File: config.mk
export PLATFORM = sky130hd
export DESIGN_NAME = booth_csa_accumulator_flat
export DESIGN_NICKNAME = d
export VERILOG_FILES = /design/src/rtl/booth_csa_accumulator_if.sv /design/src/rtl/booth_csa_accumulator.sv /design/src/flat_wrapper.sv
export SDC_FILE = /design/constraint.sdc
export NUM_CORES = 1
export LEC_CHECK = 0
export BUFFER_PORTS_ARGS = -buffer_cell sky130_fd_sc_hd__buf_4
export CORE_ASPECT_RATIO = 1.5
export CORE_UTILIZATION = 40
export DETAILED_ROUTE_END_ITERATION = 6
export PLACE_DENSITY = 0.66
export SYNTH_ARGS = -nofsm -noshare
export SYNTH_HDL_FRONTEND = slang
export SYNTH_SLANG_ARGS = --single-unit
File: constraint.sdc
create_clock -name clk -period 11.2 [get_ports clk]
set_clock_uncertainty 0.05 [all_clocks]
set_input_delay 1.12 -clock clk [delete_from_list [all_inputs] [get_ports clk]]
set_output_delay 1.12 -clock clk [all_outputs]
set_load 0.01 [all_outputs]
File: src/rtl/booth_csa_accumulator_if.sv
// rtl/booth_csa_accumulator_if.sv - operand/product handshake bundle for the Booth CSA accumulator
interface booth_csa_accumulator_if #(
  parameter int WIDTH = 32
);
  logic               in_valid;
  logic               in_ready;
  logic               signed_mode;
  logic [WIDTH-1:0]   a;
  logic [WIDTH-1:0]   b;
  logic               out_valid;
  logic               out_ready;
  logic [2*WIDTH-1:0] sum;
  logic [2*WIDTH-1:0] carry;

  // Producer of operands / consumer of products
  modport master (
    output in_valid, signed_mode, a, b, out_ready,
    input  in_ready, out_valid, sum, carry
  );

  // The accumulator itself
  modport slave (
    input  in_valid, signed_mode, a, b, out_ready,
    output in_ready, out_valid, sum, carry
  );
endinterface

File: src/rtl/booth_csa_accumulator.sv
// rtl/booth_csa_accumulator.sv - iterative radix-4 Booth multiplier into a carry-save accumulator
module booth_csa_accumulator #(
  parameter int WIDTH = 32
) (
  input  logic                  clk,
  input  logic                  rst,
  booth_csa_accumulator_if.slave bus
);
  localparam int D  = WIDTH / 2 + 1;   // Booth digits over the (WIDTH+2)-bit extended multiplier
  localparam int EW = WIDTH + 2;
  localparam int PW = 2 * WIDTH;
  localparam int CW = $clog2(D + 1);

  typedef enum logic [1:0] {IDLE, BUSY, DONE} state_t;

  state_t          state, state_nx;
  logic [CW-1:0]   count;
  logic [PW-1:0]   a_sh;      // multiplicand, sign-extended, pre-shifted by 2*count
  logic [EW:0]     b_sh;      // extended multiplier with the implicit b[-1]=0 at bit 0
  logic [PW-1:0]   sum_q, carry_q;
  logic [PW-1:0]   pp;
  logic [PW-1:0]   sum_nx, carry_nx;
  logic [EW-1:0]   a_ext, b_ext;
  logic            accept, last_digit;

  assign accept     = bus.in_valid && (state == IDLE);
  assign last_digit = (count == CW'(D - 1));

  assign a_ext = bus.signed_mode ? {{2{bus.a[WIDTH-1]}}, bus.a} : {2'b00, bus.a};
  assign b_ext = bus.signed_mode ? {{2{bus.b[WIDTH-1]}}, bus.b} : {2'b00, bus.b};

  // State register
  always_ff @(posedge clk or posedge rst) begin
    if (rst) state <= IDLE;
    else     state <= state_nx;
  end

  // Next-state logic; inputs outside IDLE/DONE have no effect
  always_comb begin
    state_nx = state;
    case (state)
      IDLE:    if (bus.in_valid) state_nx = BUSY;
      BUSY:    if (last_digit)   state_nx = DONE;
      DONE:    if (bus.out_ready) state_nx = IDLE;
      default: state_nx = IDLE;
    endcase
  end

  // Booth digit select: exact two's complement partial product for the current digit
  always_comb begin
    pp = '0;
    case (b_sh[2:0])
      3'b001, 3'b010: pp = a_sh;
      3'b011:         pp = a_sh << 1;
      3'b100:         pp = -(a_sh << 1);
      3'b101, 3'b110: pp = -a_sh;
      default:        pp = '0;
    endcase
  end

  // 3:2 compression of the partial product into the redundant accumulator
  assign sum_nx   = sum_q ^ carry_q ^ pp;
  assign carry_nx = ((sum_q & carry_q) | (sum_q & pp) | (carry_q & pp)) << 1;

  // Datapath: load operands on accept, retire one digit per BUSY cycle, hold otherwise
  always_ff @(posedge clk or posedge rst) begin
    if (rst) begin
      sum_q   <= '0;
      carry_q <= '0;
      count   <= '0;
      a_sh    <= '0;
      b_sh    <= '0;
    end else if (accept) begin
      sum_q   <= '0;
      carry_q <= '0;
      count   <= '0;
      a_sh    <= {{(PW-EW){a_ext[EW-1]}}, a_ext};
      b_sh    <= {b_ext, 1'b0};
    end else if (state == BUSY) begin
      sum_q   <= sum_nx;
      carry_q <= carry_nx;
      count   <= count + 1'b1;
      a_sh    <= a_sh << 2;
      b_sh    <= b_sh >> 2;
    end
  end

  assign bus.in_ready  = (state == IDLE);
  assign bus.out_valid = (state == DONE);
  assign bus.sum       = sum_q;
  assign bus.carry     = carry_q;
endmodule

File: src/flat_wrapper.sv
// flat-port wrapper written by rule: the top's interface ports become plain ports
module booth_csa_accumulator_flat 
#(
  parameter int WIDTH = 32
)
  (clk, rst, bus_in_valid, bus_signed_mode, bus_a, bus_b, bus_out_ready, bus_in_ready, bus_out_valid, bus_sum, bus_carry);
  booth_csa_accumulator_if #(.WIDTH(WIDTH)) bus_i ();
  input  logic clk;
  input  logic rst;
  input wire logic [$bits(bus_i.in_valid)-1:0] bus_in_valid;
  input wire logic [$bits(bus_i.signed_mode)-1:0] bus_signed_mode;
  input wire logic [$bits(bus_i.a)-1:0] bus_a;
  input wire logic [$bits(bus_i.b)-1:0] bus_b;
  input wire logic [$bits(bus_i.out_ready)-1:0] bus_out_ready;
  output wire logic [$bits(bus_i.in_ready)-1:0] bus_in_ready;
  output wire logic [$bits(bus_i.out_valid)-1:0] bus_out_valid;
  output wire logic [$bits(bus_i.sum)-1:0] bus_sum;
  output wire logic [$bits(bus_i.carry)-1:0] bus_carry;
  assign bus_i.in_valid = bus_in_valid;
  assign bus_i.signed_mode = bus_signed_mode;
  assign bus_i.a = bus_a;
  assign bus_i.b = bus_b;
  assign bus_i.out_ready = bus_out_ready;
  assign bus_in_ready = bus_i.in_ready;
  assign bus_out_valid = bus_i.out_valid;
  assign bus_sum = bus_i.sum;
  assign bus_carry = bus_i.carry;
  booth_csa_accumulator #(.WIDTH(WIDTH)) u_core (.clk(clk), .rst(rst), .bus(bus_i));
endmodule
# ---- After elaboration in Yosys (flattened, before gate mapping)
# Index checks and enable logic that the tools add are counted.
dict set report totals {
  regBits 234
  inputBits 69
  out_inout_bits 130
  elab_cells 51
}
dict set report op_classes {
  add_sub_neg 3
  n_eq_ne 12
  n_mux 17
  bitwise_logic 7
  n_reduce_logical 6
}
# cell count
set ops {}
lappend ops {{64-bit 2-to-1 mux} 6}
lappend ops {{64-bit case mux with 4 select lines} 1}
lappend ops {{63-bit bitwise AND} 3}
lappend ops {{64-bit negator} 2}
lappend ops {{64-bit XOR} 2}
lappend ops {{63-bit bitwise OR} 2}
lappend ops {{35-bit 2-to-1 mux} 2}
lappend ops {{34-bit 2-to-1 mux} 2}
lappend ops {{5-bit 2-to-1 mux} 2}
lappend ops {{3-bit == test (second input constant)} 3}
lappend ops {{3-bit by 2-bit == test with 1-bit output (second input constant)} 2}
lappend ops {{2-bit 2-to-1 mux} 3}
lappend ops {{2-bit case mux with 3 select lines} 1}
lappend ops {{5-bit by 1-bit adder with 5-bit output (second input constant)} 1}
lappend ops {{5-bit == test (second input constant)} 1}
lappend ops {{2-bit inequality test (second input constant)} 2}
lappend ops {{2-bit OR reduction} 2}
lappend ops {{3-bit by 1-bit == test with 1-bit output (second input constant)} 1}
lappend ops {{3-bit AND reduction} 1}
lappend ops {{2-bit by 1-bit == test with 1-bit output (second input constant)} 1}
lappend ops {{2-bit == test (second input constant)} 1}
lappend ops {{2-bit logical NOT} 1}
lappend ops {{2-bit by 1-bit inequality test with 1-bit output (second input constant)} 1}
lappend ops {{2-bit nonzero test} 1}
lappend ops {{1-bit logical AND} 1}

# ---- Logic depth before layout (Yosys ltp)
# Gate-level depths: netlist of the first run.
dict set report depth {
  ltp_word 8
  ltp_mapped 13
}

# ---- Least setup slack after synthesis of the first run
# No wires, ideal clock.
dict set report synth_path {
  kind {register to register}
  startpoint {register u_core.a_sh[0]}
  endpoint {register u_core.sum_q[28] (netlist: u_core.bus.sum[28])}
  arrival_ns 3.704
  slack_ns 7.364
  stages_incl_launch_ff 13
  path_buffers 0
  synth_period_minus_slack_ns 3.836
  path_cell_list {dfrtp_1 inv_1 ha_1 or4b_4 or3_4 or4_4 or3_4 nor4_4 or2b_1 xnor2_1 a222oi_1 fa_1 o21ai_0}
}
dict set report synth_via {
  elab_chain_cells 5
}
# element line
set synth_lines {}
lappend synth_lines {{start: declaration} booth_csa_accumulator.sv:18} ;# logic [PW-1:0] a_sh;
lappend synth_lines {{start signal: assignment} booth_csa_accumulator.sv:77} ;# a_sh <= {{(PW-EW){a_ext[EW-1]}}, a_ext};
lappend synth_lines {{start signal: assignment} booth_csa_accumulator.sv:83} ;# a_sh <= a_sh << 2;
lappend synth_lines {{64-bit negator, on equally long branches} {booth_csa_accumulator.sv:56, booth_csa_accumulator.sv:55}}
lappend synth_lines {{64-bit case mux with 4 select lines (*)} booth_csa_accumulator.sv:52} ;# case (b_sh[2:0])
lappend synth_lines {{64-bit XOR (*)} booth_csa_accumulator.sv:62} ;# assign sum_nx = sum_q ^ carry_q ^ pp;
lappend synth_lines {{64-bit 2-to-1 mux (*)} booth_csa_accumulator.sv:79} ;# end else if (state == BUSY) begin
lappend synth_lines {{64-bit 2-to-1 mux (*)} booth_csa_accumulator.sv:73} ;# end else if (accept) begin
lappend synth_lines {{end signal: assignment} booth_csa_accumulator.sv:80} ;# sum_q <= sum_nx;
lappend synth_lines {{end: declaration} booth_csa_accumulator.sv:20} ;# logic [PW-1:0] sum_q, carry_q;
# Every way passes the cells marked *; elsewhere a longest branch is shown, timed or not. The select of a mux whose other input is x is not followed.
# A chain may end at the register's enable or synchronous reset.

# ---- Final worst setup path of the first run
dict set report layout_path {
  startpoint {register u_core.a_sh[7]}
  endpoint {register u_core.sum_q[40] (netlist: u_core.bus.sum[40])}
}
# Same word-level chain as after synthesis.

==> out/metrics.yaml, run 1 <==
die_w_um: 157
numCtsBuffers: 25
synthTopCellsByArea: "dfrtp_1 (40%), fa_1 (8.6%), o21ai_0 (7.9%)"
pre_cts_slack_ns: 6.52
grt_max_degree: 103
synthFlopType: "dfrtp_1"
ctsRootBufferMaster: "clkbuf_16"
syn2layout_area_growth_pct: 16.9
yosysSeqAreaShare: 0.404
critPathArrivalTime_ns: 5.10
antenna_found_initial: 0
routed_wl_um: 42100
clk_latency_ns: 0.55
status: "complete, no violations"
syn_area_sq_mm: 0.0144
vias_per_cell: 5.66
synthArstFlopShare: 1.00
vias: 12800
post_drt_wl_per_cell_um: 18.6
max_freq_mhz: 212
cts_setup_buffers: 0
synth_top_area_cell: "dfrtp_1"
critPathLaunchType: "flip-flop"
antenna_left: 0
io-pin-count: 199
ctsHoldBuffers: 0
tightest_slew_ns: 1.26
grt_use_total: 0.232
cts_tree: "built"
portBuffers: 197
fillers: 3382
final_hold_viol_count: 0
cp-end-kind: "flip-flop"
synth_cell_type_count: 63
fin_setup_tns_ns: 0
gp_congestion: 0.856
dp_hpwl_um: 27100
grt_pass1_wl_um: 67700
cts_sinks: 232
synth_nets: 1833
setup_viol: 0
ir_worst_vdd_uv: 165
slowest_stage: "nor3_2"
synth_enable_flop_cells: 0
netlist.area_leader.share: 0.404
final_nets: 1904
coreArea_sq_mm: 0.0352
post-place-cells: 2215
hold_class: "reg2reg"
crit_buf_inv: 0
syn_inst: 1698
worstSetupPathType: "reg2reg"
p_leak_nw: 7.27
start_util: 0.409
layout_min_cycle_time_ns: 4.71
grt_overflow: 0
post_cts_resized: 0
max_cap_viol_count: 0
drt_pass1_iterations: 7
drc: 0
crit_chain: "nor4_1 > nand4_1 > nor3_2 > nand2_1 > or4_1 > a222oi_1 > fa_1 > o21ai_0"
drtIter0Drc: 1257
ctsLongestPathBuffers: 3
timing.final.ws_setup_ns: 6.49
fp.dieH_um: 234
clk_pin_slew_ns: 0.06
fin_crit_sh: 0.421
htreeDepth: 1
grt_pass1_vias: 12400
antennaDiodeCount: 0
slew_violations: 0
slew_headroom: 0.157
syn_area_per_cell_sq_um: 8.47
crit_path_max_incr_delay_ns: 0.77
p_total_mw: 5.81
rsz0062_at_grt: "no"
ys_ff_latch: 232
fp.dieArea_sq_mm: 0.0367
yosysWarnings: 0
rows: 84
drive_gt1_frac: 0.158
final_cells: 2259
cp.required_ns: 11.59
critPathTopFamily: "simple AND/OR/NAND/NOR gates"
critPathMaxFanout: 13
power_density_mw_per_mm2: 346
per-stage QoR:
step	area [sq um]	utilization	hold slack (ns)
3_3_place_gp	16000	0.453	0.410
4_1_cts	16800	0.478	0.433
2_1_floorplan	14400	-	0.396
3_5_place_dp	16000	0.453	0.417
5_1_grt	16800	0.478	0.457
6_report	16800	0.478	0.430
routing by layer:
| metal | part of all wire | GRT usage |
|---|---|---|
| met5 | 0 | 0 |
| met4 | 0.030 | 0.0864 |
| met3 | 0.074 | 0.0390 |
| met2 | 0.49 | 0.389 |
| met1 | 0.41 | 0.297 |
state kept, by name (all words and copies together), names as in the netlist:
name / count
u_core.a_sh: 64
u_core.bus.carry: 63
u_core.count: 5
u_core.bus.sum: 64
u_core.b_sh: 34
u_core.state: 2
Yosys cell counts (3+ instances only):
cell,count
nor3b_1,4
fa_1,62
nand2b_1,10
and4_1,3
xor2_1,27
nand4_1,6
or2_2,7
dfrtp_1,232
a221oi_1,21
o21ai_0,227
and2_1,3
a211oi_1,3
a221o_1,7
xnor2_1,58
a222oi_1,14
o221ai_1,6
a22oi_1,65
buf_1,16
buf_2,5
o211ai_1,3
o22ai_1,9
or3_1,13
o31ai_1,10
clkbuf_1,145
a22o_1,5
ha_1,4
mux2i_1,5
a21oi_1,59
nand3_1,136
inv_1,133
nor2_1,97
nand2_1,216
nor4_1,14
nor3_1,29
or4_1,8
final cells by class:
class	instances	area, sq um	area share
multi-input cells	1163	7450	0.443
flip-flops and latches	232	5810	0.345
repair buffers	213	1600	0.0951
clock buffers	31	688	0.0409
well taps	473	592	0.0352
inverters	134	510	0.0304
clock inverters	13	161	0.00960
placed cells by master, fill, tap and decap left out, types with 7 or more instances in the layout:
cell	n
a21oi_1	59
a221o_1	7
a221oi_1	21
a222oi_1	14
a22oi_1	65
buf_4	213
clkbuf_16	25
dfrtp_1	231
fa_1	62
inv_1	132
nand2_1	215
nand2b_1	9
nand3_1	136
nor2_1	95
nor3_1	29
nor4_1	14
o21ai_0	227
o22ai_1	9
o31ai_1	10
or2_2	7
or3_1	13
or4_1	8
xnor2_1	58
xor2_1	27
kinds of logic (layout without fill, tap and decap cells):
group,after synthesis,count (layout),synth area share
multiplexers,7,7,0.00504
AO/OA/AOI/OAI,443,443,0.188
AND/OR/NAND/NOR,561,561,0.181
XOR/XNOR,85,85,0.0518
flip-flops,232,232,0.404
adder cells (fa/ha/maj),66,66,0.0898
buffers and inverters,303,391,0.0805
other,1,1,0.000261
where the power goes:
part | total, mW | switching, mW | leakage [nW] | internal (mW)
clock network | 0.876 | 0.368 | 0.413 | 0.508
logic | 3.19 | 1.92 | 3.96 | 1.27
registers | 1.74 | 0.481 | 2.90 | 1.26
total | 5.81 | 2.77 | 7.27 | 3.04
worst min-delay path: cells and delay by family, from the launching register on:
family           cells  cell delay, ns
DFF                  1            0.34
and+or+nand+nor      2            0.10
worst paths after layout:
check,from,to,slack [ns],cells past startpoint
setup / recovery,u_core.a_sh[7],u_core.bus.sum[40],6.49,8
hold / removal,u_core.b_sh[24],u_core.b_sh[24],0.43,2
setup reg to reg,u_core.a_sh[7],u_core.bus.sum[40],6.49,8
hold reg to reg,u_core.b_sh[24],u_core.b_sh[24],0.43,2
max in group asynchronous,rst,u_core.bus.sum[12],8.98,3
min in group asynchronous,rst,u_core.bus.sum[49],0.64,2
Note: power is estimated with default switching activity, not from simulation.
==> run 2, diff against run 1 <==
--- a/config.mk
+++ b/config.mk
@@ -5,11 +5,12 @@
 export SDC_FILE = /design/constraint.sdc
 export NUM_CORES = 1
 export LEC_CHECK = 0
+export ABC_AREA = 1
 export BUFFER_PORTS_ARGS = -buffer_cell sky130_fd_sc_hd__buf_4
 export CORE_ASPECT_RATIO = 1.5
 export CORE_UTILIZATION = 40
 export DETAILED_ROUTE_END_ITERATION = 6
-export PLACE_DENSITY = 0.66
+export PLACE_DENSITY = 0.69
 export SYNTH_ARGS = -nofsm -noshare
 export SYNTH_HDL_FRONTEND = slang
 export SYNTH_SLANG_ARGS = --single-unit
==> constraint.sdc (replaced) <==
create_clock -name clk -period 3.8 [get_ports clk]
set_clock_uncertainty 0.05 [all_clocks]
set_input_delay 0.38 -clock clk [delete_from_list [all_inputs] [get_ports clk]]
set_output_delay 0.38 -clock clk [all_outputs]
set_load 0.01 [all_outputs]
==> out/metrics.yaml, run 2 <==
status: "finished with violations"  # was complete, no violations
violations: "design-rule violations"
power_density_mw_per_mm2: 1010  # was 346 mW/mm^2
drc: 14  # was 0
worstSetupPathType: "reg2reg"  # unchanged
numCtsBuffers: 25  # unchanged
netlist.area_leader.share: 0.428  # was 0.404
antenna_left: 0  # unchanged
antennaDiodeCount: 0  # unchanged
cp-end-kind: "flip-flop"  # unchanged
grt_overflow: 0  # unchanged
ff2ff_setup_slack_ns: 0.60  # was 6.49 ns
synth_cell_type_count: 43  # was 63
ctsRootBufferMaster: "clkbuf_16"  # unchanged
startpoint: "u_core.a_sh[1]"  # was u_core.a_sh[7]
cts_setup_buffers: 0  # unchanged
drtIter0Drc: 1041  # was 1257
max_cap_viol_count: 0  # unchanged
synthArstFlopShare: 1.00  # unchanged
final_common_cell: "inv_1"  # was dfrtp_1
cts_sinks: 232  # unchanged
synth_enable_flop_cells: 0  # unchanged
final_cells: 2193  # was 2259
rows: 82  # was 84
p_leak_nw: 7.46  # was 7.27 nW
drt_pass1_iterations: 7  # unchanged
synth_top_area_cell: "dfrtp_1"  # unchanged
die_w_um: 152  # was 157 um
synthTopCellsByArea: "dfrtp_1 (43%), o22ai_1 (10%), fa_1 (9.1%)"  # was dfrtp_1 (40%), fa_1 (8.6%), o21ai_0 (7.9%)
grt_pass1_wl_um: 65500  # was 67700 um
clk_pin_slew_ns: 0.07  # was 0.06 ns
synth_common_cells: "inv_1 (250), dfrtp_1 (232), o22ai_1 (218)"  # was dfrtp_1 (232), o21ai_0 (227), nand2_1 (216)
portBuffers: 197  # unchanged
antenna_found_initial: 0  # unchanged
rr_startpoint: "u_core.a_sh[1]"  # was u_core.a_sh[7]
drive_gt1_frac: 0.171  # was 0.158
hold_class: "in2reg"  # was reg2reg
ir_worst_vdd_uv: 405  # was 165 uV
reg2reg_depth: 11  # was 8
gp_congestion: 0.955  # was 0.856
ctsLongestPathBuffers: 3  # unchanged
grt_use_total: 0.238  # was 0.232
slew_violations: 0  # unchanged
htreeDepth: 1  # unchanged
post_drt_wl_per_cell_um: 18.8  # was 18.6 um
yosysSeqAreaShare: 0.428  # was 0.404
max_freq_mhz: 313  # was 212 MHz
synth_nets: 1730  # was 1833
final_cell_mix: "inv_1 (248), dfrtp_1 (232), o22ai_1 (218), nor2_1 (214), buf_4 (211)"  # was dfrtp_1 (231), o21ai_0 (227), nand2_1 (215), buf_4 (213), nand3_1 (136)
syn_area_per_cell_sq_um: 8.51  # was 8.47 sq um
critPathArrivalTime_ns: 3.60  # was 5.10 ns
fp.dieArea_sq_mm: 0.0347  # was 0.0367 sq mm
grt_max_degree: 90  # was 103
synthFlopType: "dfrtp_1"  # unchanged
layout_min_cycle_time_ns: 3.20  # was 4.71 ns
critPathLaunchType: "flip-flop"  # unchanged
fin_crit_sh: 0.842  # was 0.421
setup_viol: 0  # unchanged
io-pin-count: 199  # unchanged
final_nets: 1890  # was 1904
post_cts_resized: 0  # unchanged
slew_headroom: 0.360  # was 0.157
vias: 12200  # was 12800
vias_per_cell: 5.58  # was 5.66
endpoint: "u_core.bus.sum[42]"  # was u_core.bus.sum[40]
post-place-cells: 2144  # was 2215
routed_wl_um: 41300  # was 42100 um
tightest_slew_ns: 0.961  # was 1.26 ns
fp.dieH_um: 228  # was 234 um
worst_r2r_endpoint: "u_core.bus.sum[42]"  # was u_core.bus.sum[40]
syn_area_sq_mm: 0.0136  # was 0.0144 sq mm
yosysMostFrequentCell: "inv_1"  # was dfrtp_1
rsz0062_at_grt: "no"  # unchanged
grt_pass1_vias: 12400  # about the same
syn_inst: 1595  # was 1698
ys_ff_latch: 232  # unchanged
critPathMaxFanout: 6  # was 13
dp_hpwl_um: 29400  # was 27100 um
final_hold_viol_count: 0  # unchanged
coreArea_sq_mm: 0.0334  # was 0.0352 sq mm
syn2layout_area_growth_pct: 20.2  # was 16.9%
yosysWarnings: 0  # unchanged
clk_latency_ns: 0.54  # was 0.55 ns
fin_setup_tns_ns: 0  # unchanged
start_util: 0.406  # was 0.409
cp.required_ns: 4.20  # was 11.59 ns
cts_tree: "built"  # unchanged
-- run 2: cell type report --
cell class,count,area (sq um)
clock buffer,34,679
timing repair buffer,220,1720
tap,420,526
fill,3229,17100
clock inverter,11,136
multi-input combinational,1014,6450
inverter,262,995
sequential,232,5810
-- run 2: power breakdown --
part | leakage, nW | internal [mW] | switching, mW
clock | 0.401 | 1.46 | 1.05
combinational | 4.13 | 3.78 | 5.74
sequential | 2.93 | 3.66 | 0.786
-- run 2: cell families (layout without fill, tap and decap cells) --
kind of cell,after synthesis,after routing,share of synthesized area
other cells,1,1,0.000276
buf+inv,349,527,0.0988
flops,232,232,0.428
compound gates,415,415,0.190
simple gates,488,488,0.160
xor+xnor,44,44,0.0284
fa+ha+maj,66,66,0.0951
-- run 2: critical path, cell delays in order, from the launching register on --
cell	delay, ns
dfrtp_1	0.42
inv_1	0.13
ha_1	0.26
nand3_4	0.13
nor2_8	0.15
nand2_1	0.13
nor3_1	0.46
xor2_1	0.30
nor2_1	0.07
nor3_1	0.38
fa_1	0.48
o22ai_1	0.16
-- run 2: worst min-delay path by stage --
stage                          startpoint         endpoint  slack, ns  depth (start not counted)
after floorplan           u_core.b_sh[33]  u_core.b_sh[33]       0.40                          2
after global placement    u_core.b_sh[31]  u_core.b_sh[31]       0.42                          1
after detailed placement  u_core.b_sh[33]  u_core.b_sh[33]       0.44                          2
after CTS                       bus_b[18]  u_core.b_sh[19]    0.00005                          3
after global routing            bus_b[22]  u_core.b_sh[23]       0.01                          3
final                           bus_b[22]  u_core.b_sh[23]       0.01                          3
-- run 2: through the flow --
stage	cell area, sq um	util	worst slack (ns)	total power [mW]	hold WS, ns
after global placement	15500	0.462	0.719	13.7	0.424
after detailed placement	15500	0.462	0.636	14.0	0.437
after global routing	16300	0.488	0.384	17.9	0.0123
after floorplan	13600	-	0.334	10.9	0.403
after CTS	16300	0.488	0.632	16.5	0.0000525
final	16300	0.488	0.602	16.5	0.0118
-- run 2: metal layers --
layer / track usage / wire length (um) / up-vias
li1: - / - / 5666
met1: 0.283 / 16200 / 6039
met2: 0.427 / 21100 / 410
met3: 0.0296 / 2110 / 111
met4: 0.119 / 1900 / 0
met5: 0 / 0 / -
-- run 2: what timing repair did --
item                                   4_1_cts  5_1_grt
setup endpoints to repair                    0        0
hold buffers                                 4        0
endpoints found under the hold margin       28        0
==> run 3, diff against run 2 <==
--- a/config.mk
+++ b/config.mk
@@ -10,7 +10,7 @@
 export CORE_ASPECT_RATIO = 1.5
 export CORE_UTILIZATION = 40
 export DETAILED_ROUTE_END_ITERATION = 6
-export PLACE_DENSITY = 0.69
+export PLACE_DENSITY = 0.66
 export SYNTH_ARGS = -nofsm -noshare
 export SYNTH_HDL_FRONTEND = slang
 export SYNTH_SLANG_ARGS = --single-unit
==> constraint.sdc (replaced) <==
create_clock -name clk -period 3 [get_ports clk]
set_clock_uncertainty 0.05 [all_clocks]
set_input_delay 0.3 -clock clk [delete_from_list [all_inputs] [get_ports clk]]
set_output_delay 0.3 -clock clk [all_outputs]
set_load 0.01 [all_outputs]
==> out/metrics.yaml, run 3 (synthesis results as in run 2) <==
max_freq_mhz: 354  # was 313 MHz
fin_setup_tns_ns: 0  # unchanged
crit_path_max_incr_delay_ns: 0.45  # was 0.48 ns
final_cell_mix: "inv_1 (247), buf_4 (240), dfrtp_1 (232), o22ai_1 (218), nor2_1 (210)"  # was inv_1 (248), dfrtp_1 (232), o22ai_1 (218), nor2_1 (214), buf_4 (211)
coreArea_sq_mm: 0.0334  # unchanged
slew_headroom: 0.503  # was 0.360
violations: "design-rule violations"  # unchanged
final_nets: 1978  # was 1890
tightest_slew_ns: 0.745  # was 0.961 ns
crit_chain: "buf_4 > nor2_4 > nand2_4 > nor3_2 > nand2_1 > nor3_2 > buf_4 > xor2_1 > nor2_1 > nor3_2 > fa_1 > o22ai_1"  # was inv_1 > ha_1 > nand3_4 > nor2_8 > nand2_1 > nor3_1 > xor2_1 > nor2_1 > nor3_1 > fa_1 > o22ai_1
startpoint: "u_core.a_sh[1]"  # unchanged
io-pin-count: 199  # unchanged
grt_overflow: 0  # unchanged
antenna_found_initial: 0  # unchanged
p_int_mw: 11.4  # was 8.89 mW
postLayoutCoreUtil: 0.513  # was 0.488
p_leak_nw: 7.85  # was 7.46 nW
clk_latency_ns: 0.54  # about the same
ctsRootBufferMaster: "clkbuf_16"  # unchanged
critPathArrivalTime_ns: 3.23  # was 3.60 ns
worstSetupPathType: "reg2reg"  # unchanged
p_sw_mw: 9.62  # was 7.58 mW
grt_use_total: 0.243  # was 0.238
rsz0062_at_grt: "yes"  # was no
fillers: 3140  # was 3229
timing.final.ws_setup_ns: 0.172  # was 0.602 ns
p_comb_frac: 0.589  # was 0.578
seq_power_share: 0.267  # was 0.270
vias_per_cell: 5.48  # was 5.58
slowest_stage: "fa_1"  # unchanged
slew_violations: 0  # unchanged
fp.dieH_um: 228  # unchanged
cts_sinks: 232  # unchanged
drc: 11  # was 14
ctsLongestPathBuffers: 3  # unchanged
grt_pass1_vias: 12700  # was 12400
setup_viol: 0  # unchanged
ir_worst_vdd_uv: 586  # was 405 uV
rr_startpoint: "u_core.a_sh[1]"  # unchanged
layout_min_cycle_time_ns: 2.83  # was 3.20 ns
critPathLaunchType: "flip-flop"  # unchanged
syn2layout_area_growth_pct: 26.3  # was 20.2%
fin_crit_sh: 0.943  # was 0.842
final_common_cell: "inv_1"  # unchanged
final_area_sq_mm: 0.0172  # was 0.0163 sq mm
hold_start: "bus_b[31]"  # was bus_b[22]
numCtsBuffers: 25  # unchanged
grt_max_degree: 124  # was 90
grt_pass1_wl_um: 67100  # was 65500 um
antennaDiodeCount: 0  # unchanged
vias: 12500  # was 12200
p_sw_frac: 0.457  # was 0.460
cts_tree: "built"  # unchanged
clk_pin_slew_ns: 0.06  # was 0.07 ns
critPathMaxFanout: 3  # was 6
fp.dieArea_sq_mm: 0.0347  # unchanged
power_density_mw_per_mm2: 1230  # was 1010 mW/mm^2
clock_power_share: 0.144  # was 0.152
cpMostUsedCell: "nor3_2"  # was nor3_1
rows: 82  # unchanged
max_cap_viol_count: 0  # unchanged
die_w_um: 152  # unchanged
drive_gt1_frac: 0.183  # was 0.171
antenna_left: 0  # unchanged
holdWs_ns: 0.0160  # was 0.0118 ns
post_drt_wl_per_cell_um: 18.6  # was 18.8 um
start_util: 0.406  # unchanged
p_total_mw: 21.1  # was 16.5 mW
status: "finished with violations"  # unchanged
drtIter0Drc: 813  # was 1041
cp.required_ns: 3.40  # was 4.20 ns
post_dp_cell_area_sq_mm: 0.0157  # was 0.0155 sq mm
cp-end-kind: "flip-flop"  # unchanged
final_cells: 2277  # was 2193
htreeDepth: 1  # unchanged
portBuffers: 197  # unchanged
dp_hpwl_um: 30200  # was 29400 um
hold_class: "in2reg"  # unchanged
pre_cts_slack_ns: -0.0504  # was 0.636 ns
routed_wl_um: 42200  # was 41300 um
post-place-cells: 2172  # was 2144
gp_congestion: 0.928  # was 0.955
drt_pass1_iterations: 7  # unchanged
final_hold_viol_count: 0  # unchanged
run 3: cell types whose count changed in the layout (fill, tap and decap cells not counted), sizes merged:
cell         change
bufinv           -2
clkinvlp         -1
clkbuf           +4
buf             +30
clkinv           -4
inv              -1
dlygate4sd3     +58
run 3: path summary, 6_finish.rpt:
| check | cells past startpoint | to | slack [ns] |
|---|---|---|---|
| max | 12 | u_core.bus.sum[38] | 0.17 |
| min | 3 | u_core.b_sh[33] | 0.02 |
| max reg2reg | 12 | u_core.bus.sum[38] | 0.17 |
| min reg2reg | 2 | u_core.b_sh[33] | 0.44 |
| max in group asynchronous | 4 | u_core.b_sh[3] | 1.79 |
| min in group asynchronous | 4 | u_core.bus.carry[25] | 0.44 |
run 3: layer usage:
metal | track usage | vias up | share of wire
met1 | 0.293 | 6142 | 0.39
met2 | 0.437 | 376 | 0.52
met4 | 0.121 | 0 | 0.047
li1 | - | 5840 | -
met3 | 0.0243 | 109 | 0.043
met5 | 0 | - | 0
run 3: what timing repair did:
action	in CTS	in global routing
pin swaps	0	3
endpoints found under the hold margin	120	0
buffers inserted	0	2
setup endpoints to repair	2	22
gates resized for setup	1	13
hold buffers	62	0
run 3: power by group through the flow:
stage          clock network, mW  logic, mW  registers [mW]
2_1_floorplan                  0       8.01            5.76
3_3_place_gp                   0       11.9            5.62
3_5_place_dp                   0       12.3            5.64
4_1_cts                     3.12       12.4            5.60
5_1_grt                     3.24       13.9            5.77
6_report                    3.04       12.4            5.62
run 3: critical path: cells and delay by family (launching register included):
kind / cells / cell delay, ns
buf+inv: 2 / 0.32
simple gates: 7 / 1.13
fa+ha+maj: 1 / 0.45
xor+xnor: 1 / 0.21
flops: 1 / 0.39
compound gates: 1 / 0.19
run 3: layout make-up:
class	instances	area [sq um]	area share
multi-input cells	1014	6500	0.379
well taps	420	526	0.0306
clock buffers	38	734	0.0428
clock inverters	3	43.8	0.00255
flip-flops and latches	232	5810	0.339
repair buffers	308	2540	0.148
inverters	262	995	0.0580
